[config.mk]
export PLATFORM = sky130hd
export DESIGN_NAME = debug_sequencer
export DESIGN_NICKNAME = d
export VERILOG_FILES = /design/src/rtl/debug_sequencer.sv
export SDC_FILE = /design/constraint.sdc
export NUM_CORES = 1
export LEC_CHECK = 0
export ABC_AREA = 1
export ABC_CLOCK_PERIOD_IN_PS = 2150
export CAP_MARGIN = 20
export CORE_MARGIN = 5
export CORE_UTILIZATION = 30
export CTS_BUF_LIST = sky130_fd_sc_hd__clkbuf_4 sky130_fd_sc_hd__clkbuf_8 sky130_fd_sc_hd__clkbuf_16
export DETAILED_ROUTE_END_ITERATION = 16
export PLACE_DENSITY = 0.6
export SYNTH_ARGS = -nofsm -noshare
export SYNTH_HDL_FRONTEND = slang
export SYNTH_SLANG_ARGS = --single-unit
[constraint.sdc]
create_clock -name clk_i -period 2.15 [get_ports clk_i]
set_input_delay 0.215 -clock clk_i [delete_from_list [all_inputs] [get_ports clk_i]]
set_output_delay 0.215 -clock clk_i [all_outputs]
set_load 0.01 [all_outputs]
[src/rtl/debug_sequencer.sv]
// Run-control and snapshot-dump sequencer between the UART Rx/Tx and the MIPS_DLX core.
// Optional: define DEBUG_SEQ_ECHO_EN to transmit every accepted command byte back before acting on it.
module debug_sequencer #(
  parameter int SNAP_W     = 322,
  parameter int SNAP_BYTES = (SNAP_W + 7) / 8
) (
  input  logic              clk_i,
  input  logic              reset_i,
  input  logic [7:0]        rx_data_i,
  input  logic              rx_done_i,
  input  logic              tx_done_i,
  input  logic [SNAP_W-1:0] snapshot_i,
  input  logic              cpu_halt_i,
  output logic [7:0]        tx_data_o,
  output logic              tx_start_o,
  output logic              cpu_en_o,
  output logic              cpu_reset_o,
  output logic              busy_o,
  output logic [3:0]        state_o
);

  localparam int SHIFT_W = 8 * SNAP_BYTES;
  localparam int IDX_W   = $clog2(SNAP_BYTES + 1);
  localparam logic [IDX_W-1:0] LAST_IDX = IDX_W'(SNAP_BYTES - 1);

  localparam logic [7:0] CMD_RUN  = 8'h52;
  localparam logic [7:0] CMD_STEP = 8'h53;
  localparam logic [7:0] CMD_DUMP = 8'h44;
  localparam logic [7:0] CMD_CRST = 8'h43;
  localparam logic [7:0] CMD_HALT = 8'h48;

  typedef enum logic [3:0] {
    ST_IDLE,
    ST_RUN,
    ST_STEP,
    ST_CRST,
    ST_LATCH,
    ST_SEND,
    ST_WAIT_TX,
    ST_ECHO,
    ST_ECHO_WAIT
  } state_e;

  state_e               state_q, state_d;
  logic [SHIFT_W-1:0]   shift_q, shift_d;
  logic [IDX_W-1:0]     idx_q, idx_d;

  function automatic logic is_idle_cmd(input logic [7:0] b);
    return (b == CMD_RUN) || (b == CMD_STEP) || (b == CMD_DUMP) || (b == CMD_CRST);
  endfunction

  // 'D' and 'H' both lead straight into a dump.
  function automatic state_e cmd_target(input logic [7:0] b);
    state_e s;
    case (b)
      CMD_RUN:  s = ST_RUN;
      CMD_STEP: s = ST_STEP;
      CMD_CRST: s = ST_CRST;
      default:  s = ST_LATCH;
    endcase
    return s;
  endfunction

`ifdef DEBUG_SEQ_ECHO_EN
  logic [7:0] cmd_q, cmd_d;
`endif

  // State and datapath registers
  always_ff @(posedge clk_i) begin
    if (reset_i) begin
      state_q <= ST_IDLE;
      shift_q <= '0;
      idx_q   <= '0;
`ifdef DEBUG_SEQ_ECHO_EN
      cmd_q   <= '0;
`endif
    end else begin
      state_q <= state_d;
      shift_q <= shift_d;
      idx_q   <= idx_d;
`ifdef DEBUG_SEQ_ECHO_EN
      cmd_q   <= cmd_d;
`endif
    end
  end

  // Next-state logic
  always_comb begin
    state_d = state_q;
    unique case (state_q)
      ST_IDLE: begin
        if (rx_done_i && is_idle_cmd(rx_data_i)) begin
`ifdef DEBUG_SEQ_ECHO_EN
          state_d = ST_ECHO;
`else
          state_d = cmd_target(rx_data_i);
`endif
        end
      end
      ST_RUN: begin
        if (rx_done_i && (rx_data_i == CMD_HALT)) begin
`ifdef DEBUG_SEQ_ECHO_EN
          state_d = ST_ECHO;
`else
          state_d = ST_LATCH;
`endif
        end else if (cpu_halt_i) begin
          state_d = ST_LATCH;
        end
      end
      ST_STEP:    state_d = ST_LATCH;
      ST_CRST:    state_d = ST_IDLE;
      ST_LATCH:   state_d = ST_SEND;
      ST_SEND:    state_d = ST_WAIT_TX;
      ST_WAIT_TX: begin
        if (tx_done_i) state_d = (idx_q == LAST_IDX) ? ST_IDLE : ST_SEND;
      end
`ifdef DEBUG_SEQ_ECHO_EN
      ST_ECHO:      state_d = ST_ECHO_WAIT;
      ST_ECHO_WAIT: begin
        if (tx_done_i) state_d = cmd_target(cmd_q);
      end
`endif
      default:    state_d = ST_IDLE;
    endcase
  end

  // Snapshot shift register and byte index
  always_comb begin
    shift_d = shift_q;
    idx_d   = idx_q;
    if (state_q == ST_LATCH) begin
      shift_d = SHIFT_W'(snapshot_i);
      idx_d   = '0;
    end else if ((state_q == ST_WAIT_TX) && tx_done_i) begin
      shift_d = shift_q >> 8;
      idx_d   = idx_q + IDX_W'(1);
    end
  end

`ifdef DEBUG_SEQ_ECHO_EN
  always_comb begin
    cmd_d = cmd_q;
    if ((state_q == ST_IDLE) && rx_done_i && is_idle_cmd(rx_data_i)) begin
      cmd_d = rx_data_i;
    end else if ((state_q == ST_RUN) && rx_done_i && (rx_data_i == CMD_HALT)) begin
      cmd_d = CMD_HALT;
    end
  end
`endif

  // Outputs are pure functions of the registered state.
  always_comb begin
    cpu_en_o    = (state_q == ST_RUN) || (state_q == ST_STEP);
    cpu_reset_o = (state_q == ST_CRST);
    busy_o      = (state_q != ST_IDLE);
    state_o     = state_q;
`ifdef DEBUG_SEQ_ECHO_EN
    tx_start_o  = (state_q == ST_SEND) || (state_q == ST_ECHO);
    tx_data_o   = ((state_q == ST_ECHO) || (state_q == ST_ECHO_WAIT)) ? cmd_q : shift_q[7:0];
`else
    tx_start_o  = (state_q == ST_SEND);
    tx_data_o   = shift_q[7:0];
`endif
  end

endmodule

==> results.ini <==
[route]
dr.max_layer_used = met5
ant_nets = 0
wl_met2_um = 21400
m1WireLength_um = 21300
routed_wirelength_um = 47500
dr.pass1.iters = 7
drt_iter0_drc = 1234
wire_per_inst_um = 17.1
drcViolationCount = 0
vias = 14300
dr_wl_met3_um = 3560
viasPerCell = 5.16

[logic_synthesis]
synth_cell_types = 25
synth_edf_count = 0
synth-async-reset-ratio_pct = 0
postSynthAreaPerCell_um2 = 7.40
ys_seq_area_share_pct = 47.0
syn-instance-count = 1906
synth_fp_nets = 2243
synth.cell_area_um2 = 14100
ys.flop_type = dfxtp_1
synth_warnings = 0
ys_ff_latch = 331

[global_routing]
antenna_found_initial = 8
grt_max_degree = 114
grt_pass1_wl_um = 73700
grt_usage_pct = 17.4
grt_pass1_vias = 13900
overflow = 0

[layout]
fin_area_um2 = 19100
areaGrowthSynthToFinish_pct = 35.6
layout_commonest_cell = nand2_1
nets = 2476
layout.cells.non_filler = 2776
drive_above_1_share_pct = 4.94
layout_common_cells = nand2_1, clkdlybuf4s50_1, dfxtp_1

[floorplan]
start_util_pct = 30.3
coreArea_um2 = 46600
rows = 79
dieArea_um2 = 51500
die_y_um = 227
die_w_um = 227
ios = 351

[place]
gp_congestion = 0.827
port_buffers = 349
dpl.hpwl_um = 31700
placed_cell_area_um2 = 17900
dp_cells = 2706

[power]
ir_drop_mv = 0.494
leakage_uw = 0.00589
power.density_nw_per_um2 = 726
p_total_uw = 13900

[run_status]
outcome = finished, final reports clean

[clock_tree]
clock-sinks = 331
cts_made_buffers = 38
ctsHoldBuffers = 0
cts_root_buffer = clkbuf_16
clk_latency_ns = 0.56
cts_max_path_buffers = 3
htree_num_levels = 2
cts_tree = built
clk_pin_slew_ns = 0.06

[setup_path]
worst-setup-path-type = reg2out
worstPathRequired_ns = 1.93
start_kind = register
crit_fanout = 4
cp-end-kind = primary output
critPathArrivalTime_ns = 1.77

[sta]
tns_ns = 0
setup_viol_count_final = 0
rsz0062_at_grt = no
min_period_ns = 1.98
holdWs_ns = 0.0658
drv_slew = 0
timing.slew.headroom_pct = 65.9
final.period_utilization_pct = 92.2
achievable-frequency_mhz = 504
hold_viol = 0
worst_pin_slew_ns = 0.512
fin_skew_ns = 0.0232

[hold_path]
hold_class = in2reg

[job]
max_cap_violations = 0

==> registers in the layout, indices dropped and copies added (netlist names) <==
signal and flops:
shift_q 322, idx_q 6, state_o 3
==> metal layers <==
metal | track usage (%) | vias to the layer above
met4 | 5.67 | 8
met5 | 0 | -
met2 | 26.8 | 454
met3 | 4.08 | 82
met1 | 24.3 | 6760
li1 | - | 7026
==> cell families (layout without fill, tap and decap cells) <==
| family | count (synthesis) | count (layout) | share of synthesized area, % |
|---|---|---|---|
| buffers and inverters | 209 | 468 | 7.75 |
| DFF | 331 | 331 | 47.0 |
| adders and majority gates | 2 | 2 | 0.177 |
| AOI/OAI and AO/OA | 330 | 330 | 14.5 |
| and+or+nand+nor | 1032 | 1032 | 30.5 |
| other | 1 | 5 | 0.0266 |
| xor gates and xnor gates | 1 | 1 | 0.0621 |
==> timing repair <==
| item | CTS | global route |
|---|---|---|
| pin swaps | 0 | 0 |
| gates resized for setup | 3 | 3 |
| setup endpoints to repair | 2 | 3 |
| buffers inserted | 0 | 0 |
==> stage by stage <==
step / setup WS, ns / util [%]
CTS: 0.0294 / 41.1
global placement: 0.208 / 38.4
floorplan: 0.696 / -
detailed placement: 0.171 / 38.4
finish: 0.168 / 41.1
global route: 0.0846 / 41.1
==> cell usage after synthesis, types with 2 or more instances <==
cell      number  area share, %
nor3_1         4           0.14
buf_4         11           0.59
a21oi_1       14           0.50
ha_1           2           0.18
buf_2         73            2.6
nand3_1      322             11
nor2_1        25           0.67
buf_6         22            1.8
inv_1         19           0.51
nand2_1      675             18
nand4_1        2          0.089
dfxtp_1      331             47
clkbuf_1      72            1.9
inv_2          5           0.13
buf_1          6           0.16
a31oi_1      314             14
==> final timing paths <==
path,to,slack (ns),cells after the start,start
setup / recovery,cpu_en_o,0.17,6,state_o[1]$_SDFFE_PP0P_
hold / removal,shift_q[33]$_SDFFE_PP0P_,0.07,2,reset_i
setup reg to reg,shift_q[26]$_SDFFE_PP0P_,0.28,9,state_o[0]$_SDFFE_PP0P_
hold reg to reg,shift_q[314]$_SDFFE_PP0P_,0.46,2,shift_q[314]$_SDFFE_PP0P_
==> layout make-up <==
class / count / area (um^2)
timing repair buffer: 378 / 4000
tap: 607 / 759
fill: 4720 / 27400
clock buffer: 56 / 1150
multi-input combinational: 1366 / 6400
clock inverter: 10 / 78.8
inverter: 24 / 113
sequential: 331 / 6630
antenna: 4 / 10.0
==> where the power goes <==
group          total, uW  internal, uW  switching [uW]  leakage (uW)
clock network       6380          3720            2660      0.000617
logic               1210           699             512       0.00260
registers           6300          6240            62.1       0.00267
total              13900         10700            3230       0.00589
==> worst max-delay path, cell delays in order (launching register included) <==
cell and delay [ns]:
dfxtp_1 0.45, inv_1 0.12, nand2_1 0.10, nand2_1 0.07
nand2_1 0.12, inv_1 0.09, dlygate4sd2_1 0.29
No activity file was read; power rests on OpenSTA's default activity.
